<file path="config.mk">
export PLATFORM = sky130hd
export DESIGN_NAME = rf_read_arbiter_flat
export DESIGN_NICKNAME = d
export VERILOG_FILES = /design/src/rtl/rf_read_arbiter_if.sv /design/src/rtl/rf_read_arbiter.sv /design/src/flat_wrapper.sv
export SDC_FILE = /design/constraint.sdc
export NUM_CORES = 1
export LEC_CHECK = 0
export BUFFER_PORTS_ARGS = -buffer_cell sky130_fd_sc_hd__buf_2
export CORE_MARGIN = 10
export CORE_UTILIZATION = 25
export DETAILED_ROUTE_END_ITERATION = 10
export SYNTH_ARGS = -nofsm -noshare
export SYNTH_HDL_FRONTEND = slang
export SYNTH_SLANG_ARGS = --single-unit
</file>
<file path="constraint.sdc">
create_clock -name clk -period 2.7 [get_ports clk]
set_input_delay 0.675 -clock clk [delete_from_list [all_inputs] [get_ports clk]]
set_output_delay 0.675 -clock clk [all_outputs]
set_load 0.005 [all_outputs]
</file>
<file path="src/rtl/rf_read_arbiter_if.sv">
// rf_read_arbiter_if
// Groups the request, read-mux and response signals of the register-file
// read arbiter.
//   req_valid/req_addr/req_ready : per-requester valid/ready read requests
//   hold                         : freezes new grants while high
//   mux_sel/mux_data             : selector to and data from the 32:1 read mux
//   rsp_valid/rsp_data           : one-hot response strobe and captured word
// master: requester/mux side, slave: the arbiter.
interface rf_read_arbiter_if #(
    parameter int NREQ = 3,
    parameter int DW   = 32
);
    logic [NREQ-1:0]   req_valid;
    logic [5*NREQ-1:0] req_addr;
    logic [NREQ-1:0]   req_ready;
    logic              hold;
    logic [4:0]        mux_sel;
    logic [DW-1:0]     mux_data;
    logic [NREQ-1:0]   rsp_valid;
    logic [DW-1:0]     rsp_data;

    modport master (
        output req_valid, req_addr, hold, mux_data,
        input  req_ready, mux_sel, rsp_valid, rsp_data
    );

    modport slave (
        input  req_valid, req_addr, hold, mux_data,
        output req_ready, mux_sel, rsp_valid, rsp_data
    );
endinterface

</file>
<file path="src/rtl/rf_read_arbiter.sv">
// rf_read_arbiter
// Round-robin arbiter sharing the single 32:1 general-register read mux among
// NREQ requesters. A grant registers the 5-bit mux selector; the selected word
// is captured one cycle later and returned with a one-hot response strobe.
// Ports:
//   clk   : rising-edge clock
//   reset : asynchronous active-high reset
//   bus   : rf_read_arbiter_if slave modport (requests, mux, responses)
module rf_read_arbiter #(
    parameter int NREQ = 3,
    parameter int DW   = 32
) (
    input  logic              clk,
    input  logic              reset,
    rf_read_arbiter_if.slave  bus
);
    localparam int IDW = (NREQ > 1) ? $clog2(NREQ) : 1;

    logic [IDW-1:0]  rr_q, rr_d;
    logic [4:0]      mux_sel_q, mux_sel_d;
    logic            s1_valid_q, s1_valid_d;
    logic [IDW-1:0]  s1_id_q, s1_id_d;
    logic [NREQ-1:0] rsp_valid_q, rsp_valid_d;
    logic [DW-1:0]   rsp_data_q, rsp_data_d;

    logic [NREQ-1:0] grant_s;
    logic            grant_any_s;
    logic [IDW-1:0]  grant_id_s;
    logic [IDW:0]    sum_s;
    logic [IDW-1:0]  cand_s;
    logic            take_s;
    logic            stall_s;
    logic [4:0]      sel_addr_s;

    // Round-robin search starting at rr; the first valid candidate wins.
    // Candidates are visited in rotated order so each bit of grant_s is
    // written exactly once per evaluation.
    always_comb begin
        grant_s     = '0;
        grant_any_s = 1'b0;
        grant_id_s  = '0;
        sum_s       = '0;
        cand_s      = '0;
        take_s      = 1'b0;
        stall_s     = reset | bus.hold;
        for (int k = 0; k < NREQ; k++) begin
            sum_s  = {1'b0, rr_q} + (IDW+1)'(k);
            cand_s = (sum_s >= (IDW+1)'(NREQ)) ? IDW'(sum_s - (IDW+1)'(NREQ))
                                               : sum_s[IDW-1:0];
            take_s = bus.req_valid[cand_s] & ~grant_any_s & ~stall_s;
            grant_s[cand_s] = take_s;
            grant_id_s  = take_s ? cand_s : grant_id_s;
            grant_any_s = grant_any_s | take_s;
        end
    end

    // One-hot AND-OR select of the granted requester's register number.
    always_comb begin
        sel_addr_s = 5'd0;
        for (int i = 0; i < NREQ; i++) begin
            sel_addr_s = sel_addr_s | (bus.req_addr[i*5 +: 5] & {5{grant_s[i]}});
        end
    end

    // Next-state for the grant stage and the response stage.
    always_comb begin
        rr_d       = rr_q;
        mux_sel_d  = mux_sel_q;
        s1_valid_d = 1'b0;
        s1_id_d    = s1_id_q;
        if (grant_any_s) begin
            mux_sel_d  = sel_addr_s;
            s1_valid_d = 1'b1;
            s1_id_d    = grant_id_s;
            rr_d       = (grant_id_s == IDW'(NREQ-1)) ? '0 : grant_id_s + IDW'(1);
        end else begin
            rr_d       = rr_q;
            mux_sel_d  = mux_sel_q;
        end
        // GR0 is hardwired to zero whatever the mux presents.
        rsp_valid_d = s1_valid_q ? (NREQ'(1) << s1_id_q) : '0;
        rsp_data_d  = s1_valid_q ? ((mux_sel_q == 5'd0) ? '0 : bus.mux_data)
                                 : rsp_data_q;
    end

    // State registers; reset drops any in-flight reads.
    always_ff @(posedge clk or posedge reset) begin
        if (reset) begin
            rr_q        <= '0;
            mux_sel_q   <= 5'd0;
            s1_valid_q  <= 1'b0;
            s1_id_q     <= '0;
            rsp_valid_q <= '0;
            rsp_data_q  <= '0;
        end else begin
            rr_q        <= rr_d;
            mux_sel_q   <= mux_sel_d;
            s1_valid_q  <= s1_valid_d;
            s1_id_q     <= s1_id_d;
            rsp_valid_q <= rsp_valid_d;
            rsp_data_q  <= rsp_data_d;
        end
    end

    assign bus.req_ready = grant_s;
    assign bus.mux_sel   = mux_sel_q;
    assign bus.rsp_valid = rsp_valid_q;
    assign bus.rsp_data  = rsp_data_q;
endmodule
</file>
<file path="src/flat_wrapper.sv">
// flat-port wrapper written by rule: the top's interface ports become plain ports
module rf_read_arbiter_flat 
#(
    parameter int NREQ = 3,
    parameter int DW   = 32
)
  (clk, reset, bus_req_valid, bus_req_addr, bus_hold, bus_mux_data, bus_req_ready, bus_mux_sel, bus_rsp_valid, bus_rsp_data);
  rf_read_arbiter_if #(.NREQ(NREQ), .DW(DW)) bus_i ();
  input  logic clk;
  input  logic reset;
  input wire logic [$bits(bus_i.req_valid)-1:0] bus_req_valid;
  input wire logic [$bits(bus_i.req_addr)-1:0] bus_req_addr;
  input wire logic [$bits(bus_i.hold)-1:0] bus_hold;
  input wire logic [$bits(bus_i.mux_data)-1:0] bus_mux_data;
  output wire logic [$bits(bus_i.req_ready)-1:0] bus_req_ready;
  output wire logic [$bits(bus_i.mux_sel)-1:0] bus_mux_sel;
  output wire logic [$bits(bus_i.rsp_valid)-1:0] bus_rsp_valid;
  output wire logic [$bits(bus_i.rsp_data)-1:0] bus_rsp_data;
  assign bus_i.req_valid = bus_req_valid;
  assign bus_i.req_addr = bus_req_addr;
  assign bus_i.hold = bus_hold;
  assign bus_i.mux_data = bus_mux_data;
  assign bus_req_ready = bus_i.req_ready;
  assign bus_mux_sel = bus_i.mux_sel;
  assign bus_rsp_valid = bus_i.rsp_valid;
  assign bus_rsp_data = bus_i.rsp_data;
  rf_read_arbiter #(.NREQ(NREQ), .DW(DW)) u_core (.clk(clk), .reset(reset), .bus(bus_i));
endmodule
</file>
==> Flow_metrics.wiki, run 1 <==
{| class="wikitable"
! Metric !! Value
|-
| Outcome || finished with violations
|-
| Violations in the final reports || setup timing
|-
| Effective utilization at floorplan || between 20% and 30%
|-
| DRC violation count after routing || 0
|-
| First-pass GRT wire length || around 11000 um
|-
| Synthesized-area fraction occupied by xor and xnor cells || 0%
|-
| Slew margin rel. || around 52%
|-
| DRC marker count from the first detailed-route iteration || 71
|-
| Number of standard cells in the final layout excluding fillers || approximately 460
|-
| Depth of the CTS H-tree || 2
|-
| Post-synthesis sequential element count || 45
|-
| Syn avg cell area || approximately 9.5 um2
|-
| Maximum clock skew at final layout || 7.003 ps
|-
| Total power after layout || between 3 and 4 mW
|-
| Sort of element at the start of the critical path || flip-flop
|-
| Ys flop type || sky130_fd_sc_hd__dfrtp_1
|-
| Final worst-path cycle share || 105.0%
|-
| Reg clk slew, reported paths || 90 ps
|-
| Cell area after synthesis || ~2200 um2
|-
| Worst endpoint data arrival time || 2160 ps
|-
| Worst-path fanout max || 5
|-
| Maximum Capacitance Violations || 0
|-
| Deepest clock path buffer count || 2
|-
| Synth Area in Simple Gates || 13.34%
|-
| Die boundary height || 113.5 um
|-
| Leakage || about 1.6 nW
|-
| Gpl congestion || a little under 0.9
|-
| Worst Setup Slack, final || -135.1 ps
|-
| EDFF count, synth || 0
|-
| Final routed wirelength across all metal layers || 6344 um
|-
| Final setup viols || 3
|-
| Multiplexer fraction of the synthesized cell area || 1.145%
|-
| Cell repeated most along the worst path || sky130_fd_sc_hd__buf_6
|-
| Clock buffer count from CTS || 5
|-
| Quantity of hold-fixing buffers added after cts || 0
|-
| Crit Path Category || flip-flop to primary output
|-
| Via count || ~2.0k
|-
| Critical path's largest stage delay || 400 ps
|-
| Final slew viol count || 0
|-
| Power density over cell area || between 1000 and 1500 nW/um2
|-
| Row count || 34
|-
| Area of the core || 8593 um2
|-
| Count of boundary I/O pins || 96
|-
| Number of global-route vias before repair || around 2.2k
|-
| Latest clock arrival within the worst-skew pair || around 290 ps
|-
| Share of final-layout standard cells stronger than drive strength 1 || ~45%
|-
| TritonCTS clock tree || built
|-
| Cell at the root of the clock tree || sky130_fd_sc_hd__clkbuf_8
|-
| Final-report hold violation count || 0
|-
| Largest family of logic cells by synthesized area || compound AO/OA/AOI/OAI gates
|-
| Detailed-route wire length per cell || 13.88 um
|-
| Post-synthesis share of cell area spent on full adders, half adders and majority gates || 2.291%
|-
| Iteration count of the initial detailed-routing pass || 6
|-
| Number of port buffers || 95
|-
| Data required time of the critical path || approximately 2000 ps
|-
| Initial antenna violation count || 0
|-
| Highest Clock Rate || between 300 and 400 MHz
|-
| Total number of clock tree sinks || 45
|-
| Kind of path behind the tightest hold check || input port to async pin
|-
| Peak supply drop || roughly 0.00042 V
|-
| Number of cells in the design after placement || 442
|-
| Number of warnings reported in the yosys synthesis log || 0
|-
| Critical path endpoint category || primary output
|-
| Post-layout min period || approximately 2800 ps
|-
| Post-DP HPWL || 4838 um
|-
| Post-route ant nets || 0
|-
| Synth Instances || 230
|-
| Share of flip-flops with an asynchronous set or reset after synthesis || 100.0%
|-
| Cells along the critical path || inv_2 > ha_4 > mux2_4 > a21boi_4 > buf_6 > buf_6 > o31ai_4 > o211a_1 > buf_2
|-
| Compound-Gate Fraction of Synth Area || 22.51%
|-
| Horiz. Die Dim || about 110 um
|-
| Library cell contributing the largest single delay on the critical path || sky130_fd_sc_hd__dfrtp_1
|-
| Setup repair after global routing missed its margin || yes
|-
| Diodes inserted || 0
|-
| Global-route congestion overflow total || 0
|-
| Per-cell via count in the routed design || between 4 and 5
|-
| Count of nets after finishing || 405
|-
| Largest net degree at the start of global routing || 36
|-
| Die Area || approximately 13000 um2
|-
| Area growth syn-to-layout || 44.56%
|-
| Overall routing resource usage || roughly a tenth
|-
| Pin slew with the least headroom to its limit || 719.7 ps
|-
| Register area share after synthesis || roughly 52%
|-
| Number of different library cells in the post-synthesis netlist || 42
|-
| Synthesized netlist net count || roughly 290
|-
| Smallest hold slack || roughly 470 ps
|}
[cells in the final DEF, fill, tap and decap left out, drive strengths merged, types with 2 or more instances in the layout]
master and count:
nand2 40, a32oi 2, ha 4, or2b 2, clkbuf 7, a221o 3
nor2 6, a21boi 4, a22o 4, and3b 2, buf 121, o21ai 36
inv 39, and3 2, o21a 2, a21oi 5, nor3b 2, o2111ai 3
o31ai 2, dfrtp 45
[routing by layer]
layer	vias up	track usage [%]	share of wire, %
li1	1000	-	-
met1	940	11.75	45
met2	75	15.65	45
met3	4	4.409	9.3
met4	0	1.692	0.38
met5	-	0	0
[sequential cells by signal, summed over array words and instances (netlist names)]
| name | flops |
|---|---|
| u_core.bus.mux_sel | 5 |
| u_core.bus.rsp_data | 32 |
| u_core.bus.rsp_valid | 3 |
| u_core.rr_q | 2 |
| u_core.s1_id_q | 2 |
| u_core.s1_valid_q | 1 |
[power breakdown]
part	leakage [nW]	internal, mW	switching (mW)	total [mW]
Clock	0.0585	0.302	0.223	0.525
Combinational	1.00	0.842	0.853	1.69
Sequential	0.562	0.978	0.175	1.15
[Yosys cell counts, types with 2 or more instances]
cell                        number  area [um2]
sky130_fd_sc_hd__inv_1          40       150.1
sky130_fd_sc_hd__or2b_2          2       17.52
sky130_fd_sc_hd__a22o_1          4       35.03
sky130_fd_sc_hd__ha_1            4       50.05
sky130_fd_sc_hd__a21oi_1         5       25.02
sky130_fd_sc_hd__a21boi_0        2       15.01
sky130_fd_sc_hd__a221o_2         3       33.78
sky130_fd_sc_hd__nor3b_1         2       15.01
sky130_fd_sc_hd__clkbuf_1        7       26.28
sky130_fd_sc_hd__and3_2          2       15.01
sky130_fd_sc_hd__nand2_1        40       150.1
sky130_fd_sc_hd__dfrtp_1        45        1126
sky130_fd_sc_hd__and3b_1         2       17.52
sky130_fd_sc_hd__o2111ai_1       3       26.28
sky130_fd_sc_hd__a32oi_2         2       32.53
sky130_fd_sc_hd__nor2_1          6       22.52
sky130_fd_sc_hd__o21ai_0        35       175.2
sky130_fd_sc_hd__o21a_1          2       15.01
[layout make-up]
class,instances,area (um2)
fill,898,5435
sequential,45,1127
multi-input combinational,135,947.2
timing repair buffer,121,678.2
inverter,40,153.9
tap,108,135.1
clock buffer,7,86.33
clock inverter,1,30.03
[stage by stage]
step	setup WS [ps]	TNS [ps]	cell area, um2	utilization, %
finish	-135.1	-317.7	3158	36.75
global route	-237.7	-653.7	3158	36.75
CTS	-125.8	-267.3	3100	36.08
detailed placement	-0.06239	-0.06239	2892	33.65
global placement	27.89	0	2892	33.65
floorplan	106.2	0	2185	-
[worst max-delay path: cells and delay by family (launching register included)]
kind	cells	cell delay [ps]
fa+ha+maj	1	160
compound gates	3	530
flops	1	400
buf+inv	4	470
mux	1	320
[cell families (layout without fill, tap and decap cells)]
kind of cell               after synthesis  after routing
AOI/OAI and AO/OA                       68             68
and+or+nand+nor                         61             61
buffers and inverters                   50            169
DFF                                     45             45
adders and majority gates                4              4
muxes                                    2              2
[worst paths after layout]
kind	startpoint	endpoint	slack [ps]	cells after the start
worst min-delay path	reset	u_core.s1_valid_q	470	2
worst min register to register	u_core.s1_id_q[0]	u_core.bus.rsp_valid[0]	490	1
worst max register to register	u_core.rr_q[1]	u_core.bus.mux_sel[2]	380	10
min in group clk	u_core.s1_id_q[0]	u_core.bus.rsp_valid[0]	490	1
worst max-delay path	u_core.rr_q[1]	bus_req_ready[0]	-140	9
max in group asynchronous	reset	u_core.bus.mux_sel[3]	1540	3
[timing repair]
item	in CTS	in global routing
endpoints found under the setup margin	3	3
pin swaps	6	6
setup buffers	5	2
resized for setup	12	7
(Power assumes the default switching activity.)
==> run 2: changes to the inputs <==
- GPL_TIMING_DRIVEN: not set -> 0
==> Flow_metrics.wiki, run 2 (synthesized netlist as in run 1, its figures left out) <==
{| class="wikitable"
! Metric !! Value
|-
| Critical path endpoint category || primary output (unchanged)
|-
| Count of boundary I/O pins || 96 (unchanged)
|-
| Switching Power || 1.360 mW (was 1.251 mW)
|-
| Initial antenna violation count || 0 (unchanged)
|-
| Final slew viol count || 0 (unchanged)
|-
| Internal Power || 2.091 mW (was 2.122 mW)
|-
| Area growth syn-to-layout || 47.77% (was 44.56%)
|-
| Share of final-layout standard cells stronger than drive strength 1 || 45.22% (was 44.99%)
|-
| Slew margin rel. || 64.87% (was 51.74%)
|-
| Final worst-path cycle share || 110.2% (was 105.0%)
|-
| Via count || 2050 (was 2019)
|-
| Peak supply drop || 0.0005437 V (was 0.0004227 V)
|-
| Gpl congestion || 0.7826 (was 0.8868)
|-
| Total number of clock tree sinks || 45 (unchanged)
|-
| Placed inst area || 2815 um2 (was 2892 um2)
|-
| Relative contribution of combinational cells to total power || 53.3% (was 50.2%)
|-
| Cell at the root of the clock tree || sky130_fd_sc_hd__clkbuf_8 (unchanged)
|-
| Deepest clock path buffer count || 2 (unchanged)
|-
| Count of nets after finishing || 412 (was 405)
|-
| Relative contribution of sequential cells to total power || 33.6% (was 34.2%)
|-
| Worst endpoint data arrival time || 2300 ps (was 2160 ps)
|-
| Worst-path fanout max || 8 (was 5)
|-
| Power density over cell area || 1069 nW/um2 (was 1068 nW/um2)
|-
| DRC marker count from the first detailed-route iteration || 116 (was 71)
|-
| Effective utilization at floorplan || 25.42% (unchanged)
|-
| Post-route ant nets || 0 (unchanged)
|-
| Number of port buffers || 95 (unchanged)
|-
| Maximum clock skew at final layout || 5.855 ps (was 7.003 ps)
|-
| Die boundary height || 113.5 um (unchanged)
|-
| Top library cells by usage in the layout, fill and taps aside || 94 x sky130_fd_sc_hd__buf_2, 44 x sky130_fd_sc_hd__dfrtp_1, 40 x sky130_fd_sc_hd__nand2_1, 36 x sky130_fd_sc_hd__inv_1, 35 x sky130_fd_sc_hd__o21ai_0 (was 95 x sky130_fd_sc_hd__buf_2, 44 x sky130_fd_sc_hd__dfrtp_1, 39 x sky130_fd_sc_hd__nand2_1, 36 x sky130_fd_sc_hd__inv_1, 35 x sky130_fd_sc_hd__o21ai_0)
|-
| Clock buffer count from CTS || 5 (unchanged)
|-
| Per-cell via count in the routed design || 4.418 (about the same)
|-
| First-pass GRT wire length || 10630 um (was 10580 um)
|-
| Leakage || 1.634 nW (was 1.621 nW)
|-
| Number of flip-flops in the largest register || 32 (unchanged)
|-
| Worst Setup Slack, final || -276.7 ps (was -135.1 ps)
|-
| Reg clk slew, reported paths || 100 ps (was 90 ps)
|-
| Final setup viols || 3 (unchanged)
|-
| Pre-CTS setup slack || -333.9 ps (was -0.06239 ps)
|-
| Post-layout min period || 2977 ps (was 2835 ps)
|-
| Post-DP HPWL || 4765 um (was 4838 um)
|-
| Outcome || finished with violations (unchanged)
|-
| Sort of element at the start of the critical path || flip-flop (unchanged)
|-
| Kind of path behind the tightest hold check || input port to async pin (unchanged)
|-
| Crit Path Category || flip-flop to primary output (unchanged)
|-
| Number of global-route vias before repair || 2207 (was 2174)
|-
| Diodes inserted || 0 (unchanged)
|-
| Iteration count of the initial detailed-routing pass || 4 (was 6)
|-
| Most common cell after layout, fill and taps aside || sky130_fd_sc_hd__buf_2 (unchanged)
|-
| Latest clock arrival within the worst-skew pair || 300 ps (was 290 ps)
|-
| Quantity of hold-fixing buffers added after cts || 0 (unchanged)
|-
| Number of fill cells in the layout || 884 (was 898)
|-
| Multi-input logic area || 983.4 um2 (was 947.2 um2)
|-
| Setup repair after global routing missed its margin || yes (unchanged)
|-
| Total power after layout || 3.451 mW (was 3.372 mW)
|-
| TritonCTS clock tree || built (unchanged)
|-
| Smallest hold slack || 409.7 ps (was 470.5 ps)
|-
| Depth of the CTS H-tree || 2 (unchanged)
|-
| Horiz. Die Dim || 113.5 um (unchanged)
|-
| DRC violation count after routing || 0 (unchanged)
|-
| Layout Cell Area excl Fill || 3228 um2 (was 3158 um2)
|-
| Proportion of power drawn by the clock network || 13.1% (was 15.6%)
|-
| Overall routing resource usage || 9.623% (was 9.713%)
|-
| Pin slew with the least headroom to its limit || 525.0 ps (was 719.7 ps)
|-
| Largest net degree at the start of global routing || 27 (was 36)
|-
| Detailed-route wire length per cell || 14.40 um (was 13.88 um)
|-
| Sequential cell area || 1127 um2 (unchanged)
|-
| Global-route congestion overflow total || 0 (unchanged)
|-
| R2r worst-path depth || 14 (was 10)
|-
| Maximum Capacitance Violations || 0 (unchanged)
|-
| Row count || 34 (unchanged)
|-
| Highest Clock Rate || 335.9 MHz (was 352.7 MHz)
|-
| Die Area || 12880 um2 (unchanged)
|-
| Final routed wirelength across all metal layers || 6683 um (was 6344 um)
|-
| Switching portion of total power || 39.42% (was 37.08%)
|-
| Violations in the final reports || setup timing (unchanged)
|-
| Final-report hold violation count || 0 (unchanged)
|-
| Area of the core || 8593 um2 (unchanged)
|-
| Data required time of the critical path || 2030 ps (about the same)
|}
==> run 2: changes by cell type in the layout (fill, tap and decap cells not counted), moves of 2 or more <==
| cell | change |
|---|---|
| sky130_fd_sc_hd__buf_4 | -2 |
| sky130_fd_sc_hd__buf_6 | +3 |
| sky130_fd_sc_hd__clkbuf_1 | +5 |
| sky130_fd_sc_hd__inv_6 | +2 |
==> run 2: area by class of cell <==
type / count / share of cell area [%]
well taps: 108 / 4.186
flip-flops and latches: 45 / 34.92
repair buffers: 121 / 21.82
clock buffers: 5 / 2.132
plain buffers: 7 / 0.9302
clock inverters: 3 / 0.7752
multi-input cells: 135 / 30.47
inverters: 40 / 4.767
==> run 2: what timing repair did <==
action                     CTS  global route
setup endpoints to repair    3             8
buffers inserted            14            11
gates cloned                 0             0
gates resized for setup     15            17
pin swaps                    7            11
==> run 2: worst paths after layout <==
kind,from,to,slack (ps)
min reg2reg,u_core.s1_id_q[0],u_core.bus.rsp_valid[0],500
max in group asynchronous,reset,u_core.rr_q[0],1790
min,reset,u_core.bus.mux_sel[3],410
min in group clk,u_core.s1_id_q[0],u_core.bus.rsp_valid[0],500
max reg2reg,u_core.rr_q[1],u_core.bus.mux_sel[2],100
max,u_core.rr_q[1],bus_req_ready[0],-280
==> run 2: power by group through the flow <==
stage | Clock [mW] | Sequential [mW] | Combinational (mW)
floorplan | 0 | 1.18 | 0.779
global route | 0.496 | 1.21 | 2.05
detailed placement | 0 | 1.17 | 1.34
finish | 0.452 | 1.16 | 1.84
CTS | 0.463 | 1.16 | 1.58
global placement | 0 | 1.16 | 1.31
==> run 2: metrics by stage <==
| step | setup TNS [ps] | utilization [%] | std cells |
|---|---|---|---|
| after floorplan | 0 | - | 230 |
| after global placement | -545.8 | 32.53 | 433 |
| after detailed placement | -536.7 | 32.76 | 434 |
| after CTS | -678.1 | 35.80 | 455 |
| after global routing | -976.2 | 37.57 | 464 |
| final | -657.6 | 37.57 | 464 |
==> run 2: critical path, stage by stage, from the launching register on <==
cell and delay, ps:
sky130_fd_sc_hd__dfrtp_1 400, sky130_fd_sc_hd__buf_4 150, sky130_fd_sc_hd__ha_4 320, sky130_fd_sc_hd__clkinvlp_4 150
sky130_fd_sc_hd__and4_4 200, sky130_fd_sc_hd__o31ai_4 330, sky130_fd_sc_hd__nand2_1 150, sky130_fd_sc_hd__o211a_1 170
sky130_fd_sc_hd__buf_2 130
==> run 2: metal layers <==
metal,GRT usage (%),routed length [um]
met5,0,0
met2,14.74,2972
met1,12.37,3090
met4,1.523,46
met3,4.304,573
